===== config.mk =====
export PLATFORM = sky130hd
export DESIGN_NAME = hunt_round_ctrl
export DESIGN_NICKNAME = d
export VERILOG_FILES = /design/src/rtl/hunt_round_ctrl.sv
export SDC_FILE = /design/constraint.sdc
export NUM_CORES = 1
export LEC_CHECK = 0
export BUFFER_PORTS_ARGS = -buffer_cell sky130_fd_sc_hd__buf_2
export CAP_MARGIN = 10
export CORE_UTILIZATION = 45
export CTS_CLUSTER_DIAMETER = 100
export CTS_CLUSTER_SIZE = 20
export DETAILED_ROUTE_END_ITERATION = 10
export PLACE_DENSITY_LB_ADDON = 0.1
export SETUP_SLACK_MARGIN = 0.15
export SLEW_MARGIN = 20
export SYNTH_ARGS = -nofsm -noshare
export SYNTH_HDL_FRONTEND = slang
export SYNTH_SLANG_ARGS = --single-unit
export TNS_END_PERCENT = 10

===== constraint.sdc =====
create_clock -name clk -period 6.1 [get_ports clk]
set_clock_uncertainty 0.05 [all_clocks]
set_input_delay 1.22 -clock clk [delete_from_list [all_inputs] [get_ports clk]]
set_output_delay 1.22 -clock clk [all_outputs]
set_load 0.01 [all_outputs]

===== src/rtl/hunt_round_ctrl.sv =====
// hunt_round_ctrl
// Round controller for a shooting-gallery game. It sequences a start countdown,
// the hunting phase with magazine/reserve bookkeeping, timed reloads, a post-kill
// delay that fires a one-cycle dog trigger, and the game-over hold.
//
// Ports
//   clk, rst            clock (posedge) and synchronous active-high reset
//   game_enable         level; low returns the controller to IDLE from any state
//   mouse_xpos/ypos     cursor position (12 bit each)
//   left_mouse          fire button level, acted on at its rising edge
//   right_mouse         reload button level, acted on at its rising edge
//   tgt_xpos/ypos       packed target origins, target i at [12i+11:12i]
//   tgt_alive           per-target hittable flag
//   mag, reserve        rounds in magazine / rounds in reserve
//   score               kill count, saturates at 127
//   hit_vec             one-hot, one-cycle kill pulse (lowest index wins)
//   hunt_active         high in HUNTING and RELOADING
//   reloading           high in RELOADING
//   show_reload         magazine empty and game not over
//   dog_pulse           one-cycle trigger during the post-kill delay
//   game_over           high in OVER
// All outputs come straight from registers.

module hunt_round_ctrl #(
    parameter int N_TGT      = 2,
    parameter int TGT_W      = 96,
    parameter int TGT_H      = 60,
    parameter int MAG_SIZE   = 3,
    parameter int RESERVE    = 15,
    parameter int START_CYC  = 487_500_000,
    parameter int KILL_CYC   = 292_500_000,
    parameter int DOG_CYC    = 162_500_000,
    parameter int RELOAD_CYC = 32_500_000
) (
    input  logic                               clk,
    input  logic                               rst,
    input  logic                               game_enable,
    input  logic [11:0]                        mouse_xpos,
    input  logic [11:0]                        mouse_ypos,
    input  logic                               left_mouse,
    input  logic                               right_mouse,
    input  logic [12*N_TGT-1:0]                tgt_xpos,
    input  logic [12*N_TGT-1:0]                tgt_ypos,
    input  logic [N_TGT-1:0]                   tgt_alive,
    output logic [$clog2(MAG_SIZE+1)-1:0]      mag,
    output logic [$clog2(RESERVE+1)-1:0]       reserve,
    output logic [6:0]                         score,
    output logic [N_TGT-1:0]                   hit_vec,
    output logic                               hunt_active,
    output logic                               reloading,
    output logic                               show_reload,
    output logic                               dog_pulse,
    output logic                               game_over
);

    localparam int MW      = $clog2(MAG_SIZE+1);
    localparam int RW      = $clog2(RESERVE+1);
    localparam int CW      = (MW > RW) ? MW : RW;
    localparam int MAX_A   = (START_CYC > KILL_CYC) ? START_CYC : KILL_CYC;
    localparam int MAX_CYC = (MAX_A > RELOAD_CYC) ? MAX_A : RELOAD_CYC;
    localparam int TW      = $clog2(MAX_CYC+1);

    typedef enum logic [2:0] {
        S_IDLE,
        S_COUNTDOWN,
        S_HUNTING,
        S_RELOADING,
        S_KILL_DELAY,
        S_OVER
    } stateT;

    stateT             r_state;
    logic [MW-1:0]     r_mag;
    logic [RW-1:0]     r_reserve;
    logic [6:0]        r_score;
    logic [TW-1:0]     r_timer;
    logic              r_leftPrev;
    logic              r_rightPrev;
    logic [N_TGT-1:0]  r_hitVec;
    logic              r_huntActive;
    logic              r_reloading;
    logic              r_showReload;
    logic              r_dogPulse;
    logic              r_gameOver;

    stateT             w_nextState;
    logic [MW-1:0]     w_nextMag;
    logic [RW-1:0]     w_nextReserve;
    logic [6:0]        w_nextScore;
    logic [TW-1:0]     w_nextTimer;
    logic [N_TGT-1:0]  w_nextHitVec;
    logic              w_nextHuntActive;
    logic              w_nextReloading;
    logic              w_nextShowReload;
    logic              w_nextDogPulse;
    logic              w_nextGameOver;

    logic              w_fireEdge;
    logic              w_reloadEdge;
    logic [N_TGT-1:0]  w_hitRaw;
    logic [N_TGT-1:0]  w_killVec;
    logic [CW-1:0]     w_space;
    logic [CW-1:0]     w_resExt;
    logic [CW-1:0]     w_xfer;

    assign w_fireEdge   = left_mouse  & ~r_leftPrev;
    assign w_reloadEdge = right_mouse & ~r_rightPrev;

    // Box test per target. Upper bounds are formed in 13 bits so a target near
    // the right/bottom edge of the 12-bit space does not wrap around to zero.
    always_comb begin
        w_hitRaw = '0;
        for (int i = 0; i < N_TGT; i++) begin
            w_hitRaw[i] = tgt_alive[i]
                && (mouse_xpos >= tgt_xpos[12*i +: 12])
                && ({1'b0, mouse_xpos} <= ({1'b0, tgt_xpos[12*i +: 12]} + 13'(TGT_W)))
                && (mouse_ypos >= tgt_ypos[12*i +: 12])
                && ({1'b0, mouse_ypos} <= ({1'b0, tgt_ypos[12*i +: 12]} + 13'(TGT_H)));
        end
    end

    // Isolate the lowest set bit so overlapping targets yield a single kill.
    assign w_killVec = w_hitRaw & (~w_hitRaw + N_TGT'(1));

    // Reload transfer amount: whatever fits in the magazine, limited by reserve.
    assign w_space  = CW'(MAG_SIZE) - CW'(r_mag);
    assign w_resExt = CW'(r_reserve);
    assign w_xfer   = (w_space < w_resExt) ? w_space : w_resExt;

    // State and datapath registers. Output flags are precomputed from the next
    // state so they line up with the state they describe.
    always_ff @(posedge clk) begin
        if (rst) begin
            r_state      <= S_IDLE;
            r_mag        <= MW'(MAG_SIZE);
            r_reserve    <= RW'(RESERVE);
            r_score      <= '0;
            r_timer      <= TW'(START_CYC);
            r_leftPrev   <= 1'b0;
            r_rightPrev  <= 1'b0;
            r_hitVec     <= '0;
            r_huntActive <= 1'b0;
            r_reloading  <= 1'b0;
            r_showReload <= 1'b0;
            r_dogPulse   <= 1'b0;
            r_gameOver   <= 1'b0;
        end else begin
            r_state      <= w_nextState;
            r_mag        <= w_nextMag;
            r_reserve    <= w_nextReserve;
            r_score      <= w_nextScore;
            r_timer      <= w_nextTimer;
            r_leftPrev   <= left_mouse;
            r_rightPrev  <= right_mouse;
            r_hitVec     <= w_nextHitVec;
            r_huntActive <= w_nextHuntActive;
            r_reloading  <= w_nextReloading;
            r_showReload <= w_nextShowReload;
            r_dogPulse   <= w_nextDogPulse;
            r_gameOver   <= w_nextGameOver;
        end
    end

    // Next-state and counter logic. A fire edge always consumes the cycle, so a
    // reload edge arriving with it is dropped even when the magazine is empty.
    always_comb begin
        w_nextState   = r_state;
        w_nextMag     = r_mag;
        w_nextReserve = r_reserve;
        w_nextScore   = r_score;
        w_nextTimer   = r_timer;
        w_nextHitVec  = '0;
        case (r_state)
            S_IDLE: begin
                w_nextMag     = MW'(MAG_SIZE);
                w_nextReserve = RW'(RESERVE);
                w_nextScore   = '0;
                w_nextTimer   = TW'(START_CYC);
                if (game_enable) begin
                    w_nextState = S_COUNTDOWN;
                end
            end
            S_COUNTDOWN: begin
                if (r_timer == '0) begin
                    w_nextState = S_HUNTING;
                end else begin
                    w_nextTimer = r_timer - TW'(1);
                end
            end
            S_HUNTING: begin
                if (w_fireEdge) begin
                    if (r_mag != '0) begin
                        w_nextMag = r_mag - MW'(1);
                        if (w_killVec != '0) begin
                            w_nextHitVec = w_killVec;
                            w_nextScore  = (r_score == 7'd127) ? r_score : r_score + 7'd1;
                            w_nextTimer  = TW'(KILL_CYC);
                            w_nextState  = S_KILL_DELAY;
                        end else if ((r_mag == MW'(1)) && (r_reserve == '0)) begin
                            w_nextState = S_OVER;
                        end
                    end
                end else if (w_reloadEdge && (r_mag < MW'(MAG_SIZE)) && (r_reserve != '0)) begin
                    w_nextTimer = TW'(RELOAD_CYC);
                    w_nextState = S_RELOADING;
                end
            end
            S_RELOADING: begin
                if (r_timer == '0) begin
                    w_nextMag     = r_mag + MW'(w_xfer);
                    w_nextReserve = r_reserve - RW'(w_xfer);
                    w_nextState   = S_HUNTING;
                end else begin
                    w_nextTimer = r_timer - TW'(1);
                end
            end
            S_KILL_DELAY: begin
                // A kill with the very last round goes straight to OVER.
                if (r_timer == '0) begin
                    if ((r_mag == '0) && (r_reserve == '0)) begin
                        w_nextState = S_OVER;
                    end else begin
                        w_nextState = S_HUNTING;
                    end
                end else begin
                    w_nextTimer = r_timer - TW'(1);
                end
            end
            S_OVER: begin
                w_nextState = S_OVER;
            end
            default: begin
                w_nextState = S_IDLE;
            end
        endcase

        // Dropping game_enable aborts the round from anywhere.
        if ((r_state != S_IDLE) && !game_enable) begin
            w_nextState   = S_IDLE;
            w_nextMag     = MW'(MAG_SIZE);
            w_nextReserve = RW'(RESERVE);
            w_nextScore   = '0;
            w_nextTimer   = TW'(START_CYC);
            w_nextHitVec  = '0;
        end
    end

    // Output flags for the upcoming state. The dog pulse lands on the delay
    // cycle whose timer value equals DOG_CYC.
    always_comb begin
        w_nextHuntActive = (w_nextState == S_HUNTING) || (w_nextState == S_RELOADING);
        w_nextReloading  = (w_nextState == S_RELOADING);
        w_nextGameOver   = (w_nextState == S_OVER);
        w_nextShowReload = (w_nextMag == '0) && (w_nextState != S_OVER);
        w_nextDogPulse   = (w_nextState == S_KILL_DELAY) && (w_nextTimer == TW'(DOG_CYC));
    end

    assign mag         = r_mag;
    assign reserve     = r_reserve;
    assign score       = r_score;
    assign hit_vec     = r_hitVec;
    assign hunt_active = r_huntActive;
    assign reloading   = r_reloading;
    assign show_reload = r_showReload;
    assign dog_pulse   = r_dogPulse;
    assign game_over   = r_gameOver;

endmodule


# == After elaboration in Yosys (flattened, before gate mapping) ==
# Index checks and enable logic that the tools add are counted.
# word_totals
reg_bits,54
input_bits,79
out_inout_bits,20
wordCells,127
# op_classes
add_sub_neg,11
order_cmp,10
eq_ne,18
mux,31
bitwise_logic,10
reduce_logical,34
# ops
op,count
29-bit 2-to-1 mux,6
29-bit case mux with 3 select lines,1
12-bit by 13-bit <= comparator with 1-bit output,4
12-bit >= comparator,4
3-bit 2-to-1 mux,10
29-bit by 28-bit equality test with 1-bit output (second input constant),1
29-bit zero test,1
29-bit by 1-bit subtractor with 29-bit output (second input constant),1
7-bit 2-to-1 mux,4
12-bit by 6-bit adder with 13-bit output (second input constant),2
12-bit by 7-bit adder with 13-bit output (second input constant),2
1-bit logical AND,15
3-bit case mux with 5 select lines,1
7-bit case mux with 2 select lines,1
3-bit by 2-bit equality test with 1-bit output (second input constant),4
3-bit equality test (second input constant),4
2-bit inequality test (second input constant),5
2-bit 2-to-1 mux,4
4-bit 2-to-1 mux,2
4-bit case mux with 2 select lines,1
2-bit nonzero test,4
7-bit by 1-bit adder with 7-bit output (second input constant),1
7-bit equality test (second input constant),1
1-bit inverter,6
26 further kinds,29

# == Longest topological paths before layout ==
# depth
word_depth,16
mapped_depth,17
depth_no_buf,16

# == Worst setup path after synthesis ==
# OpenSTA, ideal clock, no wires.
# synth_timing
kind,input -> register
from,input tgt_ypos[14]
to,register r_dogPulse (netlist: dog_pulse)
setup_ns,0.091
arrival_ns,4.833
required_ns,5.959
slack_ns,1.125
stages,16
path_buffers,0
cell_sequence,inv_1 -> ha_1 -> a211oi_1 -> nand3_1 -> xnor2_1 -> ha_1 -> o21ai_0 -> nor2_1 -> nor4b_1 -> a22oi_1 -> or4_1 -> a21oi_1 -> o22ai_1 -> or4bb_1 -> nor4_1 -> nor4bb_1
# synth_between
elab_chain_cells,14
word_cells_on_any_way,22
cone_classes,add/sub (2); order compare (2); eq/ne (2); mux (10); bitwise (2); reduce/logical (4)
# synth_lines
element,line,text
from (decl),43,"input logic [12*N_TGT-1:0] tgt_ypos,"
12-bit by 6-bit adder with 13-bit output or 12-bit >= comparator (tied branches),"118, 117",
12-bit by 13-bit <= comparator with 1-bit output or 1-bit logical AND (tied branches),"118, 117",
1-bit logical AND (*),118,"&& ({1'b0, mouse_ypos} <= ({1'b0, tgt_ypos[12*i +: 12]} + 13'(TGT_H)));"
2-bit inverter,123,assign w_killVec = w_hitRaw & (~w_hitRaw + N_TGT'(1));
2-bit by 1-bit adder with 2-bit output,123,
2-bit AND (*),123,
2-bit nonzero test (*),194,if (w_killVec != '0) begin
29-bit 2-to-1 mux or 3-bit 2-to-1 mux (tied branches),194,
29-bit 2-to-1 mux or 3-bit 2-to-1 mux (tied branches),192,if (r_mag != '0) begin
29-bit 2-to-1 mux or 3-bit 2-to-1 mux (tied branches),191,if (w_fireEdge) begin
29-bit case mux with 3 select lines or 3-bit case mux with 5 select lines (tied branches),173,case (r_state)
29-bit 2-to-1 mux or 3-bit 2-to-1 mux (tied branches),238,if ((r_state != S_IDLE) && !game_enable) begin
29-bit by 28-bit equality test with 1-bit output or 3-bit equality test (tied branches),255,w_nextDogPulse = (w_nextState == S_KILL_DELAY) && (w_nextTimer == TW'(DOG_CYC));
1-bit logical AND (*),255,
to (signal assigned),159,r_dogPulse <= w_nextDogPulse;
to (decl),83,logic r_dogPulse;
# Every way passes the cells marked *; elsewhere a longest branch is shown, timed or not.
# A chain may end at the register's enable or synchronous reset.

# == Final worst setup path ==
# Ends and elaborated chain as after synthesis.

==> impl_metrics.ini <==
[layout]
multi_input_area_um2 = 4787
area_growth_pct = 13.05
n_antenna_cell = 0
fillers = 1392
fin_util_pct = 52.62
final_layout_size_suffix_gt1_share_pct = 14.81
finalNetCount = 1096
design_area_um2 = 7023
seqCellArea_um2 = 1081
fin_cells = 1101

[sta]
rsz0062_at_grt = false
period_needed_ps = 5159
setup_slack_ps = 941.5
final_hold_viol_count = 0
worst_pin_slew_ps = 1028
relSlewSlack_pct = 31.19
max_clock_freq_mhz = 193.9
finalSetupViolations = 0
finalSetupTns_ps = 0
slew_viol_final = 0
period_share_pct = 84.57

[clock_tree]
ctsHoldBuffers = 0
cts_num_sinks = 54
post_cts_buffers = 0
htreeDepth = 2
insertion_delay_ps = 300
path_clk_slew_ps = 70
root_buffer = clkbuf_16
numCtsBuffers = 5
cts_max_path_buffers = 2
cts-resized-gates = 0
cts_tree = yes

[critical_path]
path_class = in -> reg
start_kind = input port
critPathMaxFanout = 14
crit_required_ps = 6250
arrival_ps = 5310
critical_path.endpoint_type = register

[detailed_routing]
drt_pass1_iterations = 5
dr_total_vias = 6618
avgViaCountPerCell = 6.011
drcViolationCount = 0
wl_per_cell_um = 16.89
drt_iter0_markers = 521
wirelength_um = 18600
ant_nets = 0

[synth]
syn-num-nets = 1013
ys.flop_type = dfxtp_1
avgSynthCellArea_um2 = 7.387
synth-edff-count = 0
synthXorXnorAreaFrac_pct = 5.217
synth_top_family_by_area = simple AND/OR/NAND/NOR gates
async_reset_ff_share_pct = 0
synth-adder-area-share_pct = 18.73
syn_area_um2 = 6212
synth_compound_area_share_pct = 24.45
synthCells = 841
ys_types = 75
synthSimpleGateAreaFrac_pct = 27.49
synth-seq-area-share_pct = 17.40
synth_mux_area_share_pct = 1.168
ys_ff_latch = 54
yosysWarnings = 0

[power_and_ir_drop]
pwr_density_cell_nw_per_um2 = 134.3
share_comb_of_total_power_pct = 30.1
max-vdd-ir-drop_v = 0.00009693
power.internal_mw = 0.6308
switching_share_pct = 33.10
p_sw_mw = 0.3121
pwr-share-seq_pct = 38.3
p_clk_share_pct = 31.6
leakagePower_nw = 3.079

[flow_run]
cap_violations = 0

[floorplan]
die_x_um = 119.5
placementRows = 42
dieArea_um2 = 14280
core-area_um2 = 13350
pin_count = 99
die-height_um = 119.5
initial_utilization_pct = 46.54

[placed_design]
io_buffers = 98
hpwl_um = 14710
placed_cells = 1093
place_area_um2 = 6872
post-place-ws_ps = 637.9
place_congestion = 0.9218

[global_route]
grt_first_pass_wirelength_um = 30790
antenna_found_initial = 0
grt_max_degree = 31
grt-ovfl-total = 0
grt_pass1_vias = 6265
track_usage_pct = 26.56

[run_status]
run_status = finished clean

[worst_hold_path]
hold_path.class = reg -> reg
[cell usage in the layout, fill, tap and decap left out, drive strengths merged, types with 4 or more instances in the layout]
master / count
o21ai: 41
a21oi: 56
nor4: 13
xnor2: 28
buf: 107
o21a: 4
nor2: 85
and4: 5
a21o: 15
inv: 60
mux2i: 5
and3: 4
clkbuf: 5
a211o: 6
nor2b: 13
or2: 8
xor2: 9
nor3: 39
o22ai: 5
or3: 8
nand3: 32
o2111ai: 5
a31o: 4
nor3b: 4
nand4: 19
o31a: 4
o31ai: 7
nand2: 74
or4: 10
nand2b: 10
dfxtp: 54
a31oi: 15
a211oi: 9
ha: 93
o211ai: 10
[worst max-delay path: stages]
cell and delay (ps):
buf_2 100, inv_1 60, ha_1 230, a211oi_1 460, nand3_1 160, xnor2_1 150
ha_1 280, nand4_1 130, a21oi_1 60, nor4b_1 280, a22oi_1 160, or4_1 580
a21oi_1 230, buf_4 250, a21oi_1 170, o21ai_0 270, a41o_1 220, nor4bb_1 280
[registers in the layout, summed over array words and instances (netlist names)]
signal / flops
show_reload: 1
dog_pulse: 1
r_state: 3
reloading: 1
r_timer: 29
hit_vec: 2
score: 7
hunt_active: 1
r_leftPrev: 1
r_rightPrev: 1
reserve: 4
game_over: 1
mag: 2
[cells in the mapped netlist, types with 9 or more instances]
library cell	number	share of area [%]
dfxtp_1	54	17
a21oi_1	56	4.5
a31oi_1	15	1.5
nand2b_1	10	1.0
o211ai_1	9	1.1
ha_1	93	19
o21ai_0	36	2.9
nor3_1	39	3.1
xnor2_1	28	3.9
nor2b_1	13	1.3
inv_1	60	3.6
nand2_1	74	4.5
a21o_1	15	1.8
xor2_1	9	1.3
nand4_1	19	1.9
clkbuf_1	28	1.7
nand3_1	32	2.6
nor2_1	85	5.1
nor4_1	12	1.2
[layer usage]
layer  wire (µm)  global-route usage, %  up-vias  share of wire, %
met5           0                      0        -                 0
met4         803                  13.75        0               4.3
met3        1425                  5.038       74               7.7
met2        8319                  42.67      280                45
met1        8048                  33.71     2974                43
li1            -                      -     3290                 -
[final cells by class]
cell class,count,area share [%]
Multi-Input combinational cell,696,68.16
Sequential cell,54,15.39
Timing Repair Buffer,107,7.946
Inverter,60,3.207
Tap cell,176,3.136
Clock buffer,5,1.782
Clock inverter,3,0.3741
[final timing paths]
check,slack [ps],start,depth (start not counted),end
setup / recovery,940,tgt_ypos[14],18,dog_pulse
setup reg to reg,1960,r_timer[14],9,dog_pulse
hold reg to reg,450,score[6],2,score[6]
hold / removal,450,score[6],2,score[6]
[stage by stage]
step,power [mW],hold WS (ps)
after floorplan,0.5567,438.7
after global placement,0.6509,432.7
after detailed placement,0.6511,443.5
after CTS,0.9509,461.5
after global routing,1.005,482.1
final,0.9429,451.4
[power groups by stage]
stage / combinational (mW) / clock (mW) / sequential (mW)
after CTS: 0.283 / 0.306 / 0.361
after detailed placement: 0.282 / 0 / 0.370
after floorplan: 0.189 / 0 / 0.368
final: 0.284 / 0.298 / 0.361
after global placement: 0.281 / 0 / 0.370
after global routing: 0.323 / 0.320 / 0.362
[cells by family (layout without fill, tap and decap cells)]
kind of cell / Yosys count / count (layout)
and+or+nand+nor: 336 / 336
xor gates and xnor gates: 37 / 37
adders and majority gates: 93 / 93
buffers and inverters: 91 / 175
muxes: 7 / 7
AOI/OAI and AO/OA: 223 / 223
DFF: 54 / 54
Power figures use the tool's default switching activity.
